--- config.mk ---
export PLATFORM = sky130hd
export DESIGN_NAME = sad_search_ctrl
export DESIGN_NICKNAME = d
export VERILOG_FILES = /design/src/rtl/sad_search_ctrl.sv
export SDC_FILE = /design/constraint.sdc
export NUM_CORES = 1
export LEC_CHECK = 0
export BUFFER_PORTS_ARGS = -buffer_cell sky130_fd_sc_hd__buf_2
export CORE_MARGIN = 2
export CORE_UTILIZATION = 61
export CTS_BUF_LIST = sky130_fd_sc_hd__clkbuf_8
export CTS_CLUSTER_DIAMETER = 50
export DETAILED_ROUTE_END_ITERATION = 10
export PLACE_DENSITY = 0.87
export REMOVE_ABC_BUFFERS = 1
export SETUP_SLACK_MARGIN = 0.02
export SLEW_MARGIN = 5
export SYNTH_ARGS = -nofsm -noshare
export SYNTH_HDL_FRONTEND = slang
export SYNTH_SLANG_ARGS = --single-unit
--- constraint.sdc ---
create_clock -name clk -period 5 [get_ports clk]
set_clock_uncertainty 0.15 [all_clocks]
set_input_delay 0.25 -clock clk [delete_from_list [all_inputs] [get_ports clk]]
set_output_delay 0.25 -clock clk [all_outputs]
set_load 0.005 [all_outputs]
--- src/rtl/sad_search_ctrl.sv ---
// sad_search_ctrl
// Full-search motion-estimation sequencer. For one current block it walks
// every candidate motion vector in the square window -RANGE..+RANGE (x fastest,
// then y), fires one sad_go per candidate, captures the SAD result when the
// SAD unit reports sad_done, and keeps the minimum SAD with its vector.
//
// Ports
//   clk        : clock, all state changes on the rising edge
//   rst        : asynchronous reset, active low
//   start      : begin a search (only looked at while idle)
//   busy       : search in progress (ISSUE/WAIT/CMP)
//   done       : one-cycle pulse when the search has finished
//   sad_go     : one-cycle pulse starting the SAD unit for cand_mvx/cand_mvy
//   sad_done   : SAD unit result valid (only looked at while waiting)
//   sad_value  : SAD result, valid with sad_done
//   cand_mvx/y : current candidate vector, signed two's complement
//   best_sad   : smallest SAD seen in the last search
//   best_mvx/y : vector belonging to best_sad, signed two's complement

module sad_search_ctrl #(
  parameter int RANGE = 8,
  parameter int MV_W  = 5,
  parameter int SAD_W = 32
) (
  input  logic             clk,
  input  logic             rst,
  input  logic             start,
  output logic             busy,
  output logic             done,
  output logic             sad_go,
  input  logic             sad_done,
  input  logic [SAD_W-1:0] sad_value,
  output logic [MV_W-1:0]  cand_mvx,
  output logic [MV_W-1:0]  cand_mvy,
  output logic [SAD_W-1:0] best_sad,
  output logic [MV_W-1:0]  best_mvx,
  output logic [MV_W-1:0]  best_mvy
);

  localparam logic [MV_W-1:0] MvMin = MV_W'(-RANGE);
  localparam logic [MV_W-1:0] MvMax = MV_W'(RANGE);
  localparam logic [MV_W-1:0] MvOne = MV_W'(1);

  typedef enum logic [2:0] {
    IDLE,
    ISSUE,
    WAIT,
    CMP,
    FIN
  } state_t;

  state_t           state_q, state_d;
  logic [MV_W-1:0]  candX_q, candX_d;
  logic [MV_W-1:0]  candY_q, candY_d;
  logic             first_q, first_d;
  logic [SAD_W-1:0] sadCap_q, sadCap_d;
  logic [SAD_W-1:0] bestSad_q, bestSad_d;
  logic [MV_W-1:0]  bestX_q, bestX_d;
  logic [MV_W-1:0]  bestY_q, bestY_d;

  // State and datapath registers. best_sad resets to all-ones so an unused
  // result reads as "nothing found"; the first flag guarantees the first
  // candidate is recorded even if it also returns all-ones.
  always_ff @(posedge clk or negedge rst) begin
    if (!rst) begin
      state_q   <= IDLE;
      candX_q   <= '0;
      candY_q   <= '0;
      first_q   <= 1'b0;
      sadCap_q  <= '0;
      bestSad_q <= '1;
      bestX_q   <= '0;
      bestY_q   <= '0;
    end else begin
      state_q   <= state_d;
      candX_q   <= candX_d;
      candY_q   <= candY_d;
      first_q   <= first_d;
      sadCap_q  <= sadCap_d;
      bestSad_q <= bestSad_d;
      bestX_q   <= bestX_d;
      bestY_q   <= bestY_d;
    end
  end

  // Next-state logic. The candidate vector only moves on the way out of CMP
  // (or when a search is launched), so the SAD unit sees a stable address
  // for the whole ISSUE..WAIT window. Strict less-than keeps the earlier
  // candidate on ties. The last candidate is left in place rather than
  // stepping past the window edge.
  always_comb begin
    state_d   = state_q;
    candX_d   = candX_q;
    candY_d   = candY_q;
    first_d   = first_q;
    sadCap_d  = sadCap_q;
    bestSad_d = bestSad_q;
    bestX_d   = bestX_q;
    bestY_d   = bestY_q;

    case (state_q)
      IDLE: begin
        if (start) begin
          state_d = ISSUE;
          candX_d = MvMin;
          candY_d = MvMin;
          first_d = 1'b1;
        end
      end
      ISSUE: state_d = WAIT;
      WAIT: begin
        if (sad_done) begin
          sadCap_d = sad_value;
          state_d  = CMP;
        end
      end
      CMP: begin
        if (first_q || (sadCap_q < bestSad_q)) begin
          bestSad_d = sadCap_q;
          bestX_d   = candX_q;
          bestY_d   = candY_q;
        end
        first_d = 1'b0;
        if (candX_q == MvMax) begin
          if (candY_q == MvMax) begin
            state_d = FIN;
          end else begin
            candX_d = MvMin;
            candY_d = candY_q + MvOne;
            state_d = ISSUE;
          end
        end else begin
          candX_d = candX_q + MvOne;
          state_d = ISSUE;
        end
      end
      FIN:     state_d = IDLE;
      default: state_d = IDLE;
    endcase
  end

  assign busy     = (state_q == ISSUE) || (state_q == WAIT) || (state_q == CMP);
  assign done     = (state_q == FIN);
  assign sad_go   = (state_q == ISSUE);
  assign cand_mvx = candX_q;
  assign cand_mvy = candY_q;
  assign best_sad = bestSad_q;
  assign best_mvx = bestX_q;
  assign best_mvy = bestY_q;

endmodule

==> results_tabular.tex, run 1 <==
\begin{tabular}{lr}
\hline
Metric & Value \\
\hline
\multicolumn{2}{l}{\textbf{Routing}} \\
First-pass iteration count of the detailed router & 4 \\
Total Routed Length & 8.89 mm \\
Number of remaining DRC errors & 0 \\
WL per Instance & between 15 and 20 µm \\
Number of DRC markers in iteration 0 & 63 \\
Routed via count & around 3100 \\
Vias per Instance & 5.32 \\
Number of nets with antenna violations after detailed routing & 0 \\
\multicolumn{2}{l}{\textbf{Floorplan}} \\
Number of core rows & 31 \\
Starting density of the core & $\sim$62\% \\
Core Region & 7210 µm² \\
Vertical extent of the die & roughly 90 µm \\
Area of the die & 8080 µm² \\
Die X & between 80 and 90 µm \\
Top Ports & 91 \\
\multicolumn{2}{l}{\textbf{GRT}} \\
Global-route wire length before repair & 15.3 mm \\
GRT Residual Overflow & 0 \\
Vias in the first global route & 3194 \\
Total GRT Usage & 23.5\% \\
Pin count of the biggest net entering global routing & 89 \\
Number of antenna violations at the first check in global routing & 0 \\
\multicolumn{2}{l}{\textbf{Synthesis}} \\
Post-Syn Area per Cell & between 10 and 15 µm² \\
Top cells by area, synth & sky130\_fd\_sc\_hd\_\_dfrtp\_1 31\%, sky130\_fd\_sc\_hd\_\_dfstp\_2 19\%, sky130\_fd\_sc\_hd\_\_mux2\_4 13\%, sky130\_fd\_sc\_hd\_\_ha\_1 9.7\%, sky130\_fd\_sc\_hd\_\_mux2\_2 9.0\% \\
Sequential element share of the synthesized area & 49.8\% \\
Post-synth top area share & 31.2\% \\
Library cell with the largest summed area after synthesis & sky130\_fd\_sc\_hd\_\_dfrtp\_1 \\
Gate count of the mapped netlist & 349 \\
Yosys warns & 0 \\
Library cells used by synthesis & 32 \\
Yosys reg bits & between 80 and 90 \\
Syn Std Cell Area & 4500 µm² \\
\multicolumn{2}{l}{\textbf{Worst setup path}} \\
Worst EP arrival & 3490 ps \\
Critical path capture point type & flop \\
Maximum single-stage delay on the critical path & a little over 800 ps \\
Master of the slowest instance on the critical path & sky130\_fd\_sc\_hd\_\_a32oi\_4 \\
Crit path launch type & flop \\
Classification of the worst setup path & reg -> reg \\
Max Fanout on Critical Path & 27 \\
Data required time at the worst endpoint & 5130 ps \\
Cell-by-cell trace of the critical path & inv\_1 -> ha\_1 -> a2111o\_1 -> a31oi\_1 -> o21ai\_0 -> a32oi\_4 -> buf\_12 -> mux2\_2 \\
Crit-path leading delay family & compound AO/OA/AOI/OAI gates \\
Buffers \& Inverters on Critical Path & 2 \\
\multicolumn{2}{l}{\textbf{Finish}} \\
Final nets & 545 \\
Relative area change from synthesis to final layout & 22.7\% \\
Total of fill cells in the finished design & 461 \\
Fraction of layout cells with a size suffix above 1 & a little under half \\
Ant. Diodes & 0 \\
\multicolumn{2}{l}{\textbf{Clocking}} \\
Post\_cts resized & 0 \\
Max H-tree Level & 3 \\
Later-pin clock latency in the skew report & 360 ps \\
Post-CTS setup repair buffer count & 0 \\
Num Clock Sinks & 88 \\
Clk buf depth & 2 \\
TritonCTS clock tree & yes \\
Clock-pin slew reported for the worst setup and hold paths after clock tree synthesis & about 90 ps \\
Number of clock buffers inserted by TritonCTS & 9 \\
Root buffer cell & sky130\_fd\_sc\_hd\_\_clkbuf\_8 \\
\multicolumn{2}{l}{\textbf{Timing}} \\
Actual transition at the worst max-transition pin & 1060 ps \\
Unrepaired setup endpoints after global routing & no \\
Post-route worst hold slack & 12.3 ps \\
\# setup viols final & 0 \\
Maximum operating frequency & 0.298 GHz \\
Setup TNS Final & 0 ps \\
Final Hold Vio Count & 0 \\
Post-route minimum period & 3360 ps \\
Post-route fraction of the period consumed by the critical path & 67.2\% \\
Worst rel slew slack & between 20 and 30\% \\
Final max-slew violation count & 0 \\
\multicolumn{2}{l}{\textbf{Power and ir drop}} \\
Worst voltage drop across the vdd grid & 308 µV \\
Leakage power figure & between 0.002 and 0.003 µW \\
Cell Pwr Density & 656 nW/µm² \\
Total power consumption of the routed design & 3620 µW \\
\multicolumn{2}{l}{\textbf{Placement}} \\
Detailed placement HPWL & 6.09 mm \\
RePlAce Congestion & 0.762 \\
Input/output buffers & 90 \\
\multicolumn{2}{l}{\textbf{Status}} \\
Status & complete, no violations \\
\multicolumn{2}{l}{\textbf{Run}} \\
Number of maximum-capacitance violations & 0 \\
\multicolumn{2}{l}{\textbf{Worst hold path}} \\
Path category of the worst min-delay check & in -> reg \\
\hline
\end{tabular}
## worst paths after layout
kind	from	to	slack, ps	cells after the start
setup / recovery	best_sad[1]$_DFFE_PN1P_	best_sad[21]$_DFFE_PN1P_	1640	8
hold / removal	sad_value[19]	sadCap_q[19]$_DFFE_PN0P_	10	2
setup reg to reg	best_sad[1]$_DFFE_PN1P_	best_sad[21]$_DFFE_PN1P_	1640	8
hold reg to reg	first_q$_DFFE_PN0P_	first_q$_DFFE_PN0P_	370	2
max in group asynchronous	rst	sadCap_q[20]$_DFFE_PN0P_	3540	2
min in group asynchronous	rst	sadCap_q[12]$_DFFE_PN0P_	480	2
## cell usage in the layout (no fill, tap or decap), types with 3 or more instances in the layout
cell                             n
sky130_fd_sc_hd__ha_1           35
sky130_fd_sc_hd__clkbuf_8       10
sky130_fd_sc_hd__mux2_4         40
sky130_fd_sc_hd__mux2_2         36
sky130_fd_sc_hd__buf_2          89
sky130_fd_sc_hd__inv_1          37
sky130_fd_sc_hd__a21oi_1        15
sky130_fd_sc_hd__o21ai_0        11
sky130_fd_sc_hd__or3_2           3
sky130_fd_sc_hd__xor2_1          4
sky130_fd_sc_hd__nand2_1        22
sky130_fd_sc_hd__dlygate4sd3_1  32
sky130_fd_sc_hd__nand4_1         8
sky130_fd_sc_hd__a31oi_1         3
sky130_fd_sc_hd__nand2b_1        5
sky130_fd_sc_hd__nor2_1         14
sky130_fd_sc_hd__dfstp_2        32
sky130_fd_sc_hd__dfrtp_1        56
## cells in the mapped netlist
master	count
sky130_fd_sc_hd__and3_1	1
sky130_fd_sc_hd__a2111oi_2	1
sky130_fd_sc_hd__a32oi_4	1
sky130_fd_sc_hd__mux2_2	36
sky130_fd_sc_hd__mux2_4	40
sky130_fd_sc_hd__dfrtp_1	56
sky130_fd_sc_hd__a21boi_0	1
sky130_fd_sc_hd__o31ai_1	1
sky130_fd_sc_hd__clkbuf_1	4
sky130_fd_sc_hd__inv_1	35
sky130_fd_sc_hd__nor3_1	3
sky130_fd_sc_hd__a21oi_1	15
sky130_fd_sc_hd__ha_1	35
sky130_fd_sc_hd__buf_6	6
sky130_fd_sc_hd__a2111o_1	1
sky130_fd_sc_hd__nand3_1	2
sky130_fd_sc_hd__nand2b_1	5
sky130_fd_sc_hd__mux2i_1	1
sky130_fd_sc_hd__nand2_1	22
sky130_fd_sc_hd__or2_4	1
sky130_fd_sc_hd__dfstp_2	32
sky130_fd_sc_hd__and2_1	1
sky130_fd_sc_hd__xor2_1	4
sky130_fd_sc_hd__xnor2_1	1
sky130_fd_sc_hd__or3_2	3
sky130_fd_sc_hd__o21ai_0	11
sky130_fd_sc_hd__nor4bb_1	2
sky130_fd_sc_hd__a31oi_1	3
sky130_fd_sc_hd__nand2_2	1
sky130_fd_sc_hd__nor2_1	14
sky130_fd_sc_hd__nor3b_1	2
sky130_fd_sc_hd__nand4_1	8
## registers in the layout (all words and copies together), names as in the netlist
register  flops
best_sad     32
sadCap_q     32
best_mvx      5
best_mvy      5
cand_mvx      5
cand_mvy      5
state_q       3
first_q       1
## metrics by stage
stage / utilization (%) / setup slack (ps) / instances / cell area, µm²
6_report: 76.5 / 1640 / 578 / 5520
5_1_grt: 76.5 / 1520 / 578 / 5520
4_1_cts: 76.5 / 1640 / 578 / 5520
3_5_place_dp: 69.6 / 1700 / 530 / 5020
3_3_place_gp: 69.6 / 1780 / 530 / 5020
2_1_floorplan: - / 1500 / 339 / 4420
## timing repair
item,CTS,global route
endpoints found under the hold margin,87,0
hold buffers,32,0
setup endpoints to repair,0,0
## final cells by class
| class | count | area (µm²) | area share (%) |
|---|---|---|---|
| clock buffers | 10 | 138 | 2.49 |
| multi-input cells | 216 | 2050 | 37.1 |
| flip-flops and latches | 88 | 2240 | 40.6 |
| inverters | 35 | 131 | 2.38 |
| repair buffers | 124 | 801 | 14.5 |
| clock inverters | 6 | 37.5 | 0.680 |
| well taps | 99 | 124 | 2.24 |
## kinds of logic (layout without fill, tap and decap cells)
group | after synthesis | count (layout) | synth area share [%]
flops | 88 | 88 | 49.8
mux | 77 | 77 | 22.6
simple gates | 65 | 65 | 7.26
buf+inv | 45 | 175 | 4.76
fa+ha+maj | 35 | 35 | 9.74
compound gates | 34 | 34 | 4.84
xor+xnor | 5 | 5 | 0.974
## metal layers
metal | vias up | share of wire, % | GRT usage, % | wire length (µm)
li1 | 1456 | - | - | -
met1 | 1510 | 45 | 30.9 | 4030
met2 | 91 | 49 | 39.3 | 4340
met3 | 19 | 3.9 | 4.53 | 348
met4 | 0 | 1.8 | 8.08 | 159
met5 | - | 0 | 0 | 0
## power breakdown
| part | internal [µW] | switching, µW |
|---|---|---|
| sequential | 1130 | 279 |
| clock | 192 | 249 |
| combinational | 1000 | 764 |
(Power assumes the default switching activity.)
==> inputs of run 2 (changes only) <==
--- a/config.mk
+++ b/config.mk
@@ -7,11 +7,11 @@
 export LEC_CHECK = 0
 export BUFFER_PORTS_ARGS = -buffer_cell sky130_fd_sc_hd__buf_2
 export CORE_MARGIN = 2
-export CORE_UTILIZATION = 61
+export CORE_UTILIZATION = 57
 export CTS_BUF_LIST = sky130_fd_sc_hd__clkbuf_8
 export CTS_CLUSTER_DIAMETER = 50
 export DETAILED_ROUTE_END_ITERATION = 10
-export PLACE_DENSITY = 0.87
+export PLACE_DENSITY = 0.82
 export REMOVE_ABC_BUFFERS = 1
 export SETUP_SLACK_MARGIN = 0.02
 export SLEW_MARGIN = 5
==> constraint.sdc (replaced) <==
create_clock -name clk -period 3.45 [get_ports clk]
set_clock_uncertainty 0.15 [all_clocks]
set_input_delay 0.1725 -clock clk [delete_from_list [all_inputs] [get_ports clk]]
set_output_delay 0.1725 -clock clk [all_outputs]
set_load 0.005 [all_outputs]
==> run 2 against run 1 <==
Combinational power increased by 45%; critical endpoint is now best_sad[22]$_DFFE_PN1P_; largest cell class unchanged; critical path depth increased by 1; clock-buffer cell count increased by 1.
==> results_tabular.tex, run 2 (synthesis gave the netlist of run 1 again) <==
\begin{tabular}{lr}
\hline
Metric & Value \\
\hline
\multicolumn{2}{l}{\textbf{Status}} \\
Status & complete, no violations (unchanged) \\
\multicolumn{2}{l}{\textbf{Routing}} \\
WL per Instance & 15.7 µm (was 15.4 µm) \\
Number of remaining DRC errors & 0 (unchanged) \\
Number of nets with antenna violations after detailed routing & 0 (unchanged) \\
First-pass iteration count of the detailed router & 4 (unchanged) \\
Number of DRC markers in iteration 0 & 76 (was 63) \\
Routed via count & 3022 (was 3076) \\
Vias per Instance & 5.17 (was 5.32) \\
Total Routed Length & 9.15 mm (was 8.89 mm) \\
\multicolumn{2}{l}{\textbf{Placement}} \\
Input/output buffers & 90 (unchanged) \\
RePlAce Congestion & 0.778 (was 0.762) \\
Detailed placement HPWL & 6.14 mm (was 6.09 mm) \\
Post-placement setup slack & 716 ps (was 1700 ps) \\
Placed instance area & 5040 µm² (was 5020 µm²) \\
\multicolumn{2}{l}{\textbf{Timing}} \\
Post-route fraction of the period consumed by the critical path & 79.7\% (was 67.2\%) \\
Post-route worst hold slack & 109 ps (was 12.3 ps) \\
Maximum operating frequency & 0.364 GHz (was 0.298 GHz) \\
Worst rel slew slack & 29.4\% (was 29.3\%) \\
\# setup viols final & 0 (unchanged) \\
Final critical-path setup slack & 702 ps (was 1640 ps) \\
Post-route minimum period & 2750 ps (was 3360 ps) \\
Actual transition at the worst max-transition pin & 1060 ps (about the same) \\
Final Hold Vio Count & 0 (unchanged) \\
Final max-slew violation count & 0 (unchanged) \\
Setup TNS Final & 0 ps (unchanged) \\
Unrepaired setup endpoints after global routing & no (unchanged) \\
\multicolumn{2}{l}{\textbf{Power and ir drop}} \\
Leakage power figure & 0.00267 µW (was 0.00264 µW) \\
Clock share of power & 13.3\% (was 12.2\%) \\
Sequential power share & 38.7\% (was 39.0\%) \\
Worst voltage drop across the vdd grid & 562 µV (was 308 µV) \\
Internal power & 3470 µW (was 2330 µW) \\
Switching share of total power & 34.9\% (was 35.7\%) \\
Cell Pwr Density & 956 nW/µm² (was 656 nW/µm²) \\
Comb power frac & 48.0\% (was 48.8\%) \\
Switching power & 1860 µW (was 1290 µW) \\
\multicolumn{2}{l}{\textbf{GRT}} \\
GR Layer Usage met3 & 5.21\% (was 4.53\%) \\
Number of antenna violations at the first check in global routing & 0 (unchanged) \\
Vias in the first global route & 3137 (was 3194) \\
Pin count of the biggest net entering global routing & 89 (unchanged) \\
Most congested layer reported by global routing & met2 (unchanged) \\
GR Layer Usage met1 & 29.6\% (was 30.9\%) \\
Total GRT Usage & 22.6\% (was 23.5\%) \\
Global-route met2 utilization & 38.6\% (was 39.3\%) \\
GRT Residual Overflow & 0 (unchanged) \\
Global-route wire length before repair & 15.3 mm (about the same) \\
\multicolumn{2}{l}{\textbf{Clocking}} \\
Later-pin clock latency in the skew report & 340 ps (was 360 ps) \\
Clock-pin slew reported for the worst setup and hold paths after clock tree synthesis & 80 ps (was 90 ps) \\
TritonCTS clock tree & yes (unchanged) \\
Num Clock Sinks & 88 (unchanged) \\
Root buffer cell & sky130\_fd\_sc\_hd\_\_clkbuf\_8 (unchanged) \\
Max H-tree Level & 3 (unchanged) \\
Post\_cts resized & 0 (unchanged) \\
Clk buf depth & 2 (unchanged) \\
Number of clock buffers inserted by TritonCTS & 9 (unchanged) \\
\multicolumn{2}{l}{\textbf{Worst setup path}} \\
Crit path launch type & flop (unchanged) \\
Classification of the worst setup path & reg -> reg (unchanged) \\
Critical path capture point type & flop (unchanged) \\
Max Fanout on Critical Path & 32 (was 27) \\
Worst EP arrival & 2870 ps (was 3490 ps) \\
Data required time at the worst endpoint & 3570 ps (was 5130 ps) \\
\multicolumn{2}{l}{\textbf{Finish}} \\
Most frequent cells in the layout & 89 x sky130\_fd\_sc\_hd\_\_buf\_2, 56 x sky130\_fd\_sc\_hd\_\_dfrtp\_1, 40 x sky130\_fd\_sc\_hd\_\_mux2\_4 (unchanged) \\
Post-Route Utilization & 72.5\% (was 76.5\%) \\
Cell area after layout & 5570 µm² (was 5520 µm²) \\
Total of fill cells in the finished design & 539 (was 461) \\
Fraction of layout cells with a size suffix above 1 & 46.3\% (about the same) \\
Final nets & 548 (was 545) \\
Relative area change from synthesis to final layout & 23.9\% (was 22.7\%) \\
Ant. Diodes & 0 (unchanged) \\
Most frequent standard cell in the layout excluding fill and tap cells & sky130\_fd\_sc\_hd\_\_buf\_2 (unchanged) \\
Area occupied by multi-input gates & 2050 µm² (unchanged) \\
Register area & 2240 µm² (unchanged) \\
\multicolumn{2}{l}{\textbf{Floorplan}} \\
Top Ports & 91 (unchanged) \\
Starting density of the core & 58.5\% (was 62.3\%) \\
Core Region & 7690 µm² (was 7210 µm²) \\
Vertical extent of the die & 92.8 µm (was 89.9 µm) \\
Area of the die & 8620 µm² (was 8080 µm²) \\
Die X & 92.8 µm (was 89.9 µm) \\
Number of core rows & 32 (was 31) \\
\multicolumn{2}{l}{\textbf{Worst hold path}} \\
Path category of the worst min-delay check & in -> reg (unchanged) \\
\multicolumn{2}{l}{\textbf{Run}} \\
Number of maximum-capacitance violations & 0 (unchanged) \\
\hline
\end{tabular}
[run 2: cell count changes in the layout (fill, tap and decap cells not counted)]
cell,before,now
sky130_fd_sc_hd__clkinv_4,2,0
sky130_fd_sc_hd__inv_1,37,38
sky130_fd_sc_hd__dlygate4sd3_1,32,33
sky130_fd_sc_hd__buf_4,2,4
sky130_fd_sc_hd__clkbuf_8,10,11
sky130_fd_sc_hd__bufinv_16,0,1
sky130_fd_sc_hd__clkinv_2,1,0
[run 2: worst paths after layout]
path	depth (start not counted)	slack, ps	startpoint	endpoint
worst max-delay path	9	700	best_sad[29]$_DFFE_PN1P_	best_sad[22]$_DFFE_PN1P_
worst min-delay path	4	110	start	cand_mvy[4]$_DFFE_PN0P_
worst max register to register	9	700	best_sad[29]$_DFFE_PN1P_	best_sad[22]$_DFFE_PN1P_
worst min register to register	1	360	best_mvy[0]$_DFFE_PN0P_	best_mvy[0]$_DFFE_PN0P_
max in group asynchronous	2	2060	rst	sadCap_q[24]$_DFFE_PN0P_
min in group asynchronous	2	410	rst	sadCap_q[11]$_DFFE_PN0P_
[run 2: stage by stage]
stage / power (µW) / instances
floorplan: 3870 / 339
global placement: 4470 / 535
detailed placement: 4610 / 535
CTS: 5370 / 584
global route: 5760 / 584
finish: 5330 / 584
[run 2: area by class of cell]
| type | instances | area share (%) |
|---|---|---|
| Clock buffer | 11 | 2.72 |
| Clock inverter | 5 | 0.875 |
| Inverter | 35 | 2.36 |
| Multi-Input combinational cell | 216 | 36.7 |
| Sequential cell | 88 | 40.2 |
| Tap cell | 102 | 2.29 |
| Timing Repair Buffer | 127 | 14.8 |
[run 2: repair_timing]
action,CTS,global route
buffers inserted,0,0
hold buffers,33,0
endpoints found under the hold margin,88,0
[run 2: worst max-delay path, cell delays in order, from the launching register on]
cell and delay, ps:
sky130_fd_sc_hd__dfstp_2 550, sky130_fd_sc_hd__inv_1 40, sky130_fd_sc_hd__ha_1 300, sky130_fd_sc_hd__a21oi_1 130, sky130_fd_sc_hd__nor2_1 60, sky130_fd_sc_hd__a2111oi_2 320
sky130_fd_sc_hd__nand4_1 200, sky130_fd_sc_hd__a32oi_4 240, sky130_fd_sc_hd__buf_12 300, sky130_fd_sc_hd__mux2_2 370
[run 2: power by group through the flow]
stage	Combinational [µW]	Clock (µW)	Sequential [µW]
after floorplan	1890	0	1980
after global placement	2440	0	2030
after detailed placement	2540	0	2070
after CTS	2590	729	2050
after global routing	2850	779	2140
final	2560	707	2060
[run 2: routing by layer]
metal / vias to the layer above / wire, µm
li1: 1464 / -
met1: 1483 / 4100
met2: 69 / 4590
met3: 6 / 390
met4: 0 / 62
met5: - / 0
==> inputs of run 3 (changes only) <==
==> constraint.sdc (replaced) <==
create_clock -name clk -period 2.7 [get_ports clk]
set_clock_uncertainty 0.15 [all_clocks]
set_input_delay 0.135 -clock clk [delete_from_list [all_inputs] [get_ports clk]]
set_output_delay 0.135 -clock clk [all_outputs]
set_load 0.005 [all_outputs]
==> run 3 against run 2 <==
Sequential cell count unchanged; combinational power increased by 55%; setup slack got worse by 700 ps; first-iteration DRC count increased by 2.6%; critical path depth increased by 1; worst hold slack got worse by 49 ps; wire length increased by 9.5%; sequential power increased by 28%; critical endpoint is now best_sad[21]$_DFFE_PN1P_; largest power group unchanged.
==> results_tabular.tex, run 3 (synthesis gave the netlist of run 1 again) <==
\begin{tabular}{lr}
\hline
Metric & Value \\
\hline
\multicolumn{2}{l}{\textbf{Status}} \\
Status & complete, no violations (unchanged) \\
\multicolumn{2}{l}{\textbf{Clocking}} \\
Later-pin clock latency in the skew report & 360 ps (was 340 ps) \\
Clk buf depth & 2 (unchanged) \\
Root buffer cell & sky130\_fd\_sc\_hd\_\_clkbuf\_8 (unchanged) \\
Number of clock buffers inserted by TritonCTS & 9 (unchanged) \\
Clock-pin slew reported for the worst setup and hold paths after clock tree synthesis & 90 ps (was 80 ps) \\
TritonCTS clock tree & yes (unchanged) \\
Max H-tree Level & 3 (unchanged) \\
Num Clock Sinks & 88 (unchanged) \\
\multicolumn{2}{l}{\textbf{Floorplan}} \\
Starting density of the core & 58.5\% (unchanged) \\
Top Ports & 91 (unchanged) \\
Vertical extent of the die & 92.8 µm (unchanged) \\
Area of the die & 8620 µm² (unchanged) \\
Number of core rows & 32 (unchanged) \\
Core Region & 7690 µm² (unchanged) \\
Die X & 92.8 µm (unchanged) \\
\multicolumn{2}{l}{\textbf{Worst setup path}} \\
Crit path launch type & flop (unchanged) \\
Master of the slowest instance on the critical path & sky130\_fd\_sc\_hd\_\_dfstp\_2 (unchanged) \\
Critical path capture point type & flop (unchanged) \\
Max Fanout on Critical Path & 10 (was 32) \\
Data required time at the worst endpoint & 2840 ps (was 3570 ps) \\
Classification of the worst setup path & reg -> reg (unchanged) \\
Worst EP arrival & 2830 ps (was 2870 ps) \\
Cell-by-cell trace of the critical path & inv\_2 -> ha\_4 -> a21oi\_2 -> nor2\_2 -> a2111oi\_4 -> nand4\_1 -> a32oi\_4 -> buf\_6 -> buf\_12 -> mux2\_2 (was inv\_1 -> ha\_1 -> a21oi\_1 -> nor2\_1 -> a2111oi\_2 -> nand4\_1 -> a32oi\_4 -> buf\_12 -> mux2\_2) \\
Maximum single-stage delay on the critical path & 540 ps (was 550 ps) \\
\multicolumn{2}{l}{\textbf{Routing}} \\
Number of DRC markers in iteration 0 & 78 (was 76) \\
WL per Instance & 16.8 µm (was 15.7 µm) \\
First-pass iteration count of the detailed router & 4 (unchanged) \\
Number of remaining DRC errors & 0 (unchanged) \\
Routed via count & 3135 (was 3022) \\
Number of nets with antenna violations after detailed routing & 0 (unchanged) \\
Total Routed Length & 10.0 mm (was 9.15 mm) \\
Vias per Instance & 5.26 (was 5.17) \\
\multicolumn{2}{l}{\textbf{Power and ir drop}} \\
Cell Pwr Density & 1280 nW/µm² (was 956 nW/µm²) \\
Leakage power figure & 0.00277 µW (was 0.00267 µW) \\
Switching share of total power & 35.6\% (was 34.9\%) \\
Clock share of power & 11.9\% (was 13.3\%) \\
Internal power & 4840 µW (was 3470 µW) \\
Worst voltage drop across the vdd grid & 812 µV (was 562 µV) \\
Sequential power share & 35.1\% (was 38.7\%) \\
Switching power & 2680 µW (was 1860 µW) \\
Comb power frac & 52.9\% (was 48.0\%) \\
\multicolumn{2}{l}{\textbf{Placement}} \\
Input/output buffers & 90 (unchanged) \\
RePlAce Congestion & 0.812 (was 0.778) \\
Placed instance area & 5110 µm² (was 5040 µm²) \\
Detailed placement HPWL & 6.42 mm (was 6.14 mm) \\
\multicolumn{2}{l}{\textbf{Finish}} \\
Ant. Diodes & 0 (unchanged) \\
Most frequent standard cell in the layout excluding fill and tap cells & sky130\_fd\_sc\_hd\_\_buf\_2 (unchanged) \\
Fraction of layout cells with a size suffix above 1 & 50.8\% (was 46.3\%) \\
Relative area change from synthesis to final layout & 30.3\% (was 23.9\%) \\
Cell area after layout & 5860 µm² (was 5570 µm²) \\
Final nets & 560 (was 548) \\
Post-Route Utilization & 76.3\% (was 72.5\%) \\
Most frequent cells in the layout & 89 x sky130\_fd\_sc\_hd\_\_buf\_2, 55 x sky130\_fd\_sc\_hd\_\_dfrtp\_1, 41 x sky130\_fd\_sc\_hd\_\_mux2\_4 (was 89 x sky130\_fd\_sc\_hd\_\_buf\_2, 56 x sky130\_fd\_sc\_hd\_\_dfrtp\_1, 40 x sky130\_fd\_sc\_hd\_\_mux2\_4) \\
\multicolumn{2}{l}{\textbf{Timing}} \\
Final max-slew violation count & 0 (unchanged) \\
Post-route fraction of the period consumed by the critical path & 99.8\% (was 79.7\%) \\
Maximum operating frequency & 0.371 GHz (was 0.364 GHz) \\
Final Hold Vio Count & 0 (unchanged) \\
Setup TNS Final & 0 ps (unchanged) \\
Unrepaired setup endpoints after global routing & yes (was no) \\
\# setup viols final & 0 (unchanged) \\
Worst rel slew slack & 62.7\% (was 29.4\%) \\
Post-route minimum period & 2690 ps (was 2750 ps) \\
Actual transition at the worst max-transition pin & 560 ps (was 1060 ps) \\
\multicolumn{2}{l}{\textbf{GRT}} \\
Total GRT Usage & 24.7\% (was 22.6\%) \\
Vias in the first global route & 3337 (was 3137) \\
GRT Residual Overflow & 0 (unchanged) \\
Global-route wire length before repair & 16.5 mm (was 15.3 mm) \\
Number of antenna violations at the first check in global routing & 0 (unchanged) \\
Pin count of the biggest net entering global routing & 46 (was 89) \\
\multicolumn{2}{l}{\textbf{Run}} \\
Number of maximum-capacitance violations & 0 (unchanged) \\
\multicolumn{2}{l}{\textbf{Worst hold path}} \\
Path category of the worst min-delay check & in -> reg (unchanged) \\
\hline
\end{tabular}
-- run 3: changes by cell type in the layout (fill, tap and decap cells not counted), moves of 3 or more --
cell / previous run / this run
sky130_fd_sc_hd__ha_4: 0 / 7
sky130_fd_sc_hd__ha_1: 35 / 28
sky130_fd_sc_hd__a21oi_2: 0 / 3
sky130_fd_sc_hd__o21ai_0: 11 / 8
sky130_fd_sc_hd__buf_4: 4 / 10
sky130_fd_sc_hd__a21oi_1: 15 / 12
-- run 3: final timing paths --
check / slack [ps] / cells past startpoint / end / startpoint
max: 6 / 10 / best_sad[21]$_DFFE_PN1P_ / best_sad[29]$_DFFE_PN1P_
min: 60 / 4 / cand_mvy[3]$_DFFE_PN0P_ / start
max reg2reg: 6 / 10 / best_sad[21]$_DFFE_PN1P_ / best_sad[29]$_DFFE_PN1P_
min reg2reg: 370 / 1 / best_mvx[0]$_DFFE_PN0P_ / best_mvx[0]$_DFFE_PN0P_
max in group asynchronous: 1560 / 3 / best_sad[26]$_DFFE_PN1P_ / rst
min in group asynchronous: 160 / 2 / sadCap_q[14]$_DFFE_PN0P_ / rst
-- run 3: layout make-up --
class                   instances  area (µm²)
clock inverters                 6        53.8
repair buffers                139         993
well taps                     102         128
fillers                       496        1830
multi-input cells             216        2170
inverters                      35         131
clock buffers                  10         138
flip-flops and latches         88        2240
-- run 3: timing repair --
item                                   4_1_cts  5_1_grt
resized for setup                           17       13
cloned                                       2        0
setup endpoints to repair                   42       42
pin swaps                                    8        4
hold buffers                                33        0
buffers inserted                             4        0
endpoints found under the hold margin       75        0
-- run 3: stage by stage --
step / power [µW] / worst slack (ps) / instances / hold WS [ps]
2_1_floorplan: 4940 / -795 / 339 / -311
3_3_place_gp: 5760 / 36.3 / 542 / 8.48
3_5_place_dp: 5950 / -32.8 / 542 / 6.50
4_1_cts: 7340 / 20.6 / 597 / 50.6
5_1_grt: 8060 / -77.5 / 596 / 67.0
6_report: 7520 / 5.55 / 596 / 60.3
-- run 3: worst max-delay path, delay by kind of cell, from the launching register on --
family	cells	cell delay, ps
buf+inv	3	390
fa+ha+maj	1	230
mux	1	330
flops	1	540
compound gates	3	700
simple gates	2	270
-- run 3: per-layer routing --
metal  vias to the layer above  share of wire [%]  global-route usage, %
li1                       1492                  -                      -
met1                      1546                 44                   32.5
met2                        83                 50                   41.5
met3                        14                4.4                   4.88
met4                         0                1.4                   7.60
met5                         -                  0                      0
-- run 3: power by group through the flow --
stage	clock network, µW	registers, µW	logic [µW]
final	896	2640	3980
after global routing	965	2740	4360
after CTS	912	2610	3820
after detailed placement	0	2620	3330
after global placement	0	2570	3190
after floorplan	0	2530	2410
